[src/rtl/pulse_window_counter.sv]
// ---------------------------------------------------------------------------
// pulse_window_counter
// Counts detector pulses inside fixed time windows delimited by edges of a
// slow timebase, and presents the count of the last completed window for
// readout with valid / overrun handshaking.
//
// Ports
//   clk_4mhz    in   1      system clock, all logic on posedge
//   reset_n     in   1      asynchronous active-low reset
//   pulse_in    in   1      asynchronous detector pulse, active-high
//   clk_5ms     in   1      asynchronous window timebase, each edge = boundary
//   rd_ack      in   1      synchronous single-cycle readout acknowledge
//   count_out   out  CNT_W  pulse count of the last completed window
//   sat_out     out  1      last completed window saturated
//   data_valid  out  1      count_out holds an unread result
//   overrun     out  1      sticky, a result was overwritten unread
// ---------------------------------------------------------------------------
module pulse_window_counter #(
    parameter int unsigned CNT_W = 16
) (
    input  logic             clk_4mhz,
    input  logic             reset_n,
    input  logic             pulse_in,
    input  logic             clk_5ms,
    input  logic             rd_ack,
    output logic [CNT_W-1:0] count_out,
    output logic             sat_out,
    output logic             data_valid,
    output logic             overrun
);

    localparam logic [CNT_W-1:0] ACC_MAX = '1;
    localparam logic [CNT_W-1:0] ACC_ONE = CNT_W'(1);

    typedef enum logic {
        ALIGN = 1'b0,
        COUNT = 1'b1
    } state_t;

    state_t           r_state;
    logic [CNT_W-1:0] r_acc;
    logic             r_sat;

    logic r_pulse_s1;
    logic r_pulse_s2;
    logic r_pulse_d;
    logic r_win_s1;
    logic r_win_s2;
    logic r_win_d;

    logic w_pulse_edge;
    logic w_bnd;
    logic w_latch;

    // Two-flop synchronizers plus one history flop for edge detection.
    // Clearing to 0 means a low input at release produces no edge.
    always_ff @(posedge clk_4mhz or negedge reset_n) begin
        if (!reset_n) begin
            r_pulse_s1 <= 1'b0;
            r_pulse_s2 <= 1'b0;
            r_pulse_d  <= 1'b0;
            r_win_s1   <= 1'b0;
            r_win_s2   <= 1'b0;
            r_win_d    <= 1'b0;
        end else begin
            r_pulse_s1 <= pulse_in;
            r_pulse_s2 <= r_pulse_s1;
            r_pulse_d  <= r_pulse_s2;
            r_win_s1   <= clk_5ms;
            r_win_s2   <= r_win_s1;
            r_win_d    <= r_win_s2;
        end
    end

    assign w_pulse_edge = r_pulse_s2 & ~r_pulse_d;
    assign w_bnd        = r_win_s2 ^ r_win_d;
    assign w_latch      = w_bnd && (r_state == COUNT);

    // Window FSM, accumulator and registered readout outputs.
    always_ff @(posedge clk_4mhz or negedge reset_n) begin
        if (!reset_n) begin
            r_state    <= ALIGN;
            r_acc      <= '0;
            r_sat      <= 1'b0;
            count_out  <= '0;
            sat_out    <= 1'b0;
            data_valid <= 1'b0;
            overrun    <= 1'b0;
        end else begin
            case (r_state)
                ALIGN: begin
                    // Partial window before the first boundary is discarded.
                    r_acc <= '0;
                    r_sat <= 1'b0;
                    if (w_bnd) begin
                        r_state <= COUNT;
                    end
                end
                COUNT: begin
                    if (w_bnd) begin
                        count_out  <= r_acc;
                        sat_out    <= r_sat;
                        data_valid <= 1'b1;
                        if (data_valid && !rd_ack) begin
                            overrun <= 1'b1;
                        end
                        // A pulse on the boundary cycle opens the new window.
                        r_acc <= w_pulse_edge ? ACC_ONE : '0;
                        r_sat <= w_pulse_edge && (ACC_ONE == ACC_MAX);
                    end else if (w_pulse_edge && (r_acc != ACC_MAX)) begin
                        r_acc <= r_acc + ACC_ONE;
                        if (r_acc == (ACC_MAX - ACC_ONE)) begin
                            r_sat <= 1'b1;
                        end
                    end
                end
                default: begin
                    r_state <= ALIGN;
                end
            endcase

            // Readout acknowledge; a simultaneous latch keeps the new result valid.
            if (!w_latch && rd_ack && data_valid) begin
                data_valid <= 1'b0;
                overrun    <= 1'b0;
            end
        end
    end

endmodule

[config.mk]
export PLATFORM = sky130hd
export DESIGN_NAME = pulse_window_counter
export DESIGN_NICKNAME = d
export VERILOG_FILES = /design/src/rtl/pulse_window_counter.sv
export SDC_FILE = /design/constraint.sdc
export NUM_CORES = 1
export LEC_CHECK = 0
export ABC_AREA = 1
export CAP_MARGIN = 20
export CORE_MARGIN = 2
export CORE_UTILIZATION = 45
export CTS_BUF_LIST = sky130_fd_sc_hd__clkbuf_4 sky130_fd_sc_hd__clkbuf_8 sky130_fd_sc_hd__clkbuf_16
export DETAILED_ROUTE_END_ITERATION = 7
export PLACE_DENSITY = 0.71
export SLEW_MARGIN = 10
export SYNTH_ARGS = -nofsm -noshare
export SYNTH_HDL_FRONTEND = slang
export SYNTH_SLANG_ARGS = --single-unit
[constraint.sdc]
create_clock -name clk_4mhz -period 3.93 [get_ports clk_4mhz]
set_input_delay 0.786 -clock clk_4mhz [delete_from_list [all_inputs] [get_ports clk_4mhz]]
set_output_delay 0.786 -clock clk_4mhz [all_outputs]
set_load 0.01 [all_outputs]
==> impl_metrics.yaml <==
setup_path:
  rrSetupSlack_ns: 1.95
  path_class: "register to output port"
  critPathRequiredTime_ns: 3.14
  critPathCapture: "count_out[11]"
  worstPathArrival_ns: 1.22
  path_cells: "clkdlybuf4s50_1"
  critPathMaxStageDelay_ns: 0.55
  r2r_end: "count_out[11]$_DFFE_PN0P_"
  cp_top_family: "buffers and inverters"
  startpoint: "count_out[11]$_DFFE_PN0P_"
  reg2reg_depth: 6
  cp_num_cells: 1
  cpMaxStageDelayCell: "clkdlybuf4s50_1"
  reg2reg_from: "r_win_s2$_DFF_PN0_"
  worst-path-max-fanout: 2
  cp-start-kind: "register"
  path_buf_inv: 1
  end_kind: "output port"
clock_network:
  clk_pin_slew_ns: 0.07
  ctsHoldBuffers: 0
  root_buffer: "clkbuf_8"
  cts_made_buffers: 5
  cts_resized: 0
  cts_tree: "built"
  insertion_delay_ns: 0.30
  post_cts_buffers: 0
  htree_levels: 2
  cts.sinks: 43
  cts_buffer_depth: 2
placed_design:
  place_worst_setup_slack_ns: 1.93
  gp_congestion: 0.869
  dp_hpwl_microns: 2740
  placedCellCount: 314
  port_buffers: 23
yosys:
  seq_area_frac_synth_pct: 53.6
  ys_ff_latch: 43
  syn_nets: 251
  synth_area_leader_cell: "dfrtp_1"
  yosys_warnings: 0
  yosys.area.top_type_share_pct: 53.6
  synth.distinct_cells: 23
  ys_top_cells_by_area: "dfrtp_1 54%, nand2_1 13%, o21ai_0 6.0%, inv_1 5.8%, nor2_1 3.9%"
  syn_inst: 244
  syn_area_sq_mm: 0.00201
  synth_area_per_cell_sq_um: 8.22
timing:
  fin_worst_skew_ns: 0.00411
  finalSetupTns_ns: 0
  min_period_over_period_pct: 51.2
  layout_setup_ws_ns: 1.92
  clock.fmax_mhz: 497
  hold_viol_final: 0
  worstMarginPinSlew_ns: 0.967
  max_slew_margin_pct: 35.4
  rsz0062_at_grt: "no"
  setup_viol: 0
  period_needed_ns: 2.01
  drv_slew: 0
final_layout:
  diodes: 0
  layout-drive-gt1-share_pct: 7.78
  synthToLayoutAreaGrowth_pct: 18.2
  top_regs: "count_out x16, r_acc x16"
  fin_cells: 322
  nNetsFinal: 276
  n_fill_cell: 404
power_and_ir_drop:
  peakVddDrop_mv: 0.180
  p_per_area_mw_per_mm2: 353
  power_leakage_nw: 1.08
grt:
  grt_pass1_vias: 1507
  grt_pass1_wl_microns: 6620
  antenna_found_initial: 0
  grt-ovfl-total: 0
  grt_max_degree: 44
  globalRouteTotalUtil_pct: 16.8
run_status:
  status: "finished, final reports clean"
floorplanning:
  fp.dieH_microns: 70.8
  coreArea_sq_mm: 0.00432
  ios: 24
  die_x_microns: 70.8
  dieArea_sq_mm: 0.00501
  core.rowCount: 24
  floorplan.initialDensity_pct: 46.4
min_path:
  hp-class: "register to register"
flow_run:
  cap_violations: 0
routing:
  viasPerCell: 4.98
  drt_iter0_markers: 149
  routed_wirelength_microns: 3750
  vias: 1605
  drtAntennaViolNets: 0
  drtPass1Iterations: 4
  drcViolationCount: 0
  wl_per_cell_microns: 11.6
## area by class of cell
class	instances	area, sq um	area share (%)
Timing Repair Buffer	23	225	9.50
Clock buffer	8	104	4.38
Tap cell	52	65.1	2.75
Sequential cell	43	1080	45.4
Multi-Input combinational cell	164	774	32.7
Inverter	32	125	5.28
## metrics by stage
| step | area [sq um] | util [%] | hold slack (ns) | total power [mW] |
|---|---|---|---|---|
| 6_report | 2370 | 54.8 | 0.353 | 0.836 |
| 5_1_grt | 2370 | 54.8 | 0.369 | 0.869 |
| 4_1_cts | 2370 | 54.8 | 0.354 | 0.845 |
| 3_5_place_dp | 2270 | 52.4 | 0.336 | 0.538 |
| 3_3_place_gp | 2270 | 52.4 | 0.333 | 0.536 |
| 2_1_floorplan | 2010 | - | 0.331 | 0.507 |
## routing by layer
layer	GRT usage (%)	wire length [microns]
met2	27.1	1690
met3	3.42	157
met4	6.92	75
met1	22.3	1830
met5	0	0
## placed cells by master (no fill, tap or decap), types with 2 or more instances in the layout
master	Yosys	routed
nand3_1	13	13
clkdlybuf4s50_1	0	22
nand4_1	7	7
nand2_1	72	72
inv_1	31	31
dfrtp_1	43	43
nor3_1	4	4
xor2_1	4	4
clkbuf_8	0	7
a21oi_1	4	4
ha_1	2	2
nor2_1	21	21
o21ai_0	24	24
nor2_2	4	4
nand2_2	3	3
## report_power, final
group / switching [mW] / internal (mW)
clock network: 0.142 / 0.167
registers: 0.00761 / 0.454
logic: 0.0426 / 0.0230
total: 0.192 / 0.644
## cell usage after synthesis, drive strengths merged
master  number
nand4        7
nor2        25
ha           2
o21ai       26
o22ai        1
a21oi        4
nand2       76
clkbuf       1
dfrtp       43
buf          4
nor3         4
inv         31
xor2         4
mux2         1
clkinv       1
nand3       14
## logic make-up after synthesis
logic type / share of synthesized area (%)
AO/OA/AOI/OAI: 7.99
XOR/XNOR: 1.75
adder cells (fa/ha/maj): 1.25
buffers and inverters: 7.74
flip-flops: 53.6
multiplexers: 0.561
AND/OR/NAND/NOR: 27.1
## worst min path at each step
stage | startpoint | endpoint | depth (start not counted)
finish | r_pulse_s1$_DFF_PN0_ | r_pulse_s2$_DFF_PN0_ | 0
global route | r_pulse_s1$_DFF_PN0_ | r_pulse_s2$_DFF_PN0_ | 0
detailed placement | r_pulse_s1$_DFF_PN0_ | r_pulse_s2$_DFF_PN0_ | 0
floorplan | r_pulse_s1$_DFF_PN0_ | r_pulse_s2$_DFF_PN0_ | 0
CTS | r_pulse_s1$_DFF_PN0_ | r_pulse_s2$_DFF_PN0_ | 0
global placement | r_pulse_s1$_DFF_PN0_ | r_pulse_s2$_DFF_PN0_ | 0
## worst reg2reg max path, cell delays in order (launching register included)
cell,delay [ns]
dfrtp_1,0.39
inv_1,0.05
nand2_1,0.04
nand2_1,0.14
inv_1,0.11
nand2_1,0.72
mux2_2,0.42
No activity file was read; power rests on OpenSTA's default activity.
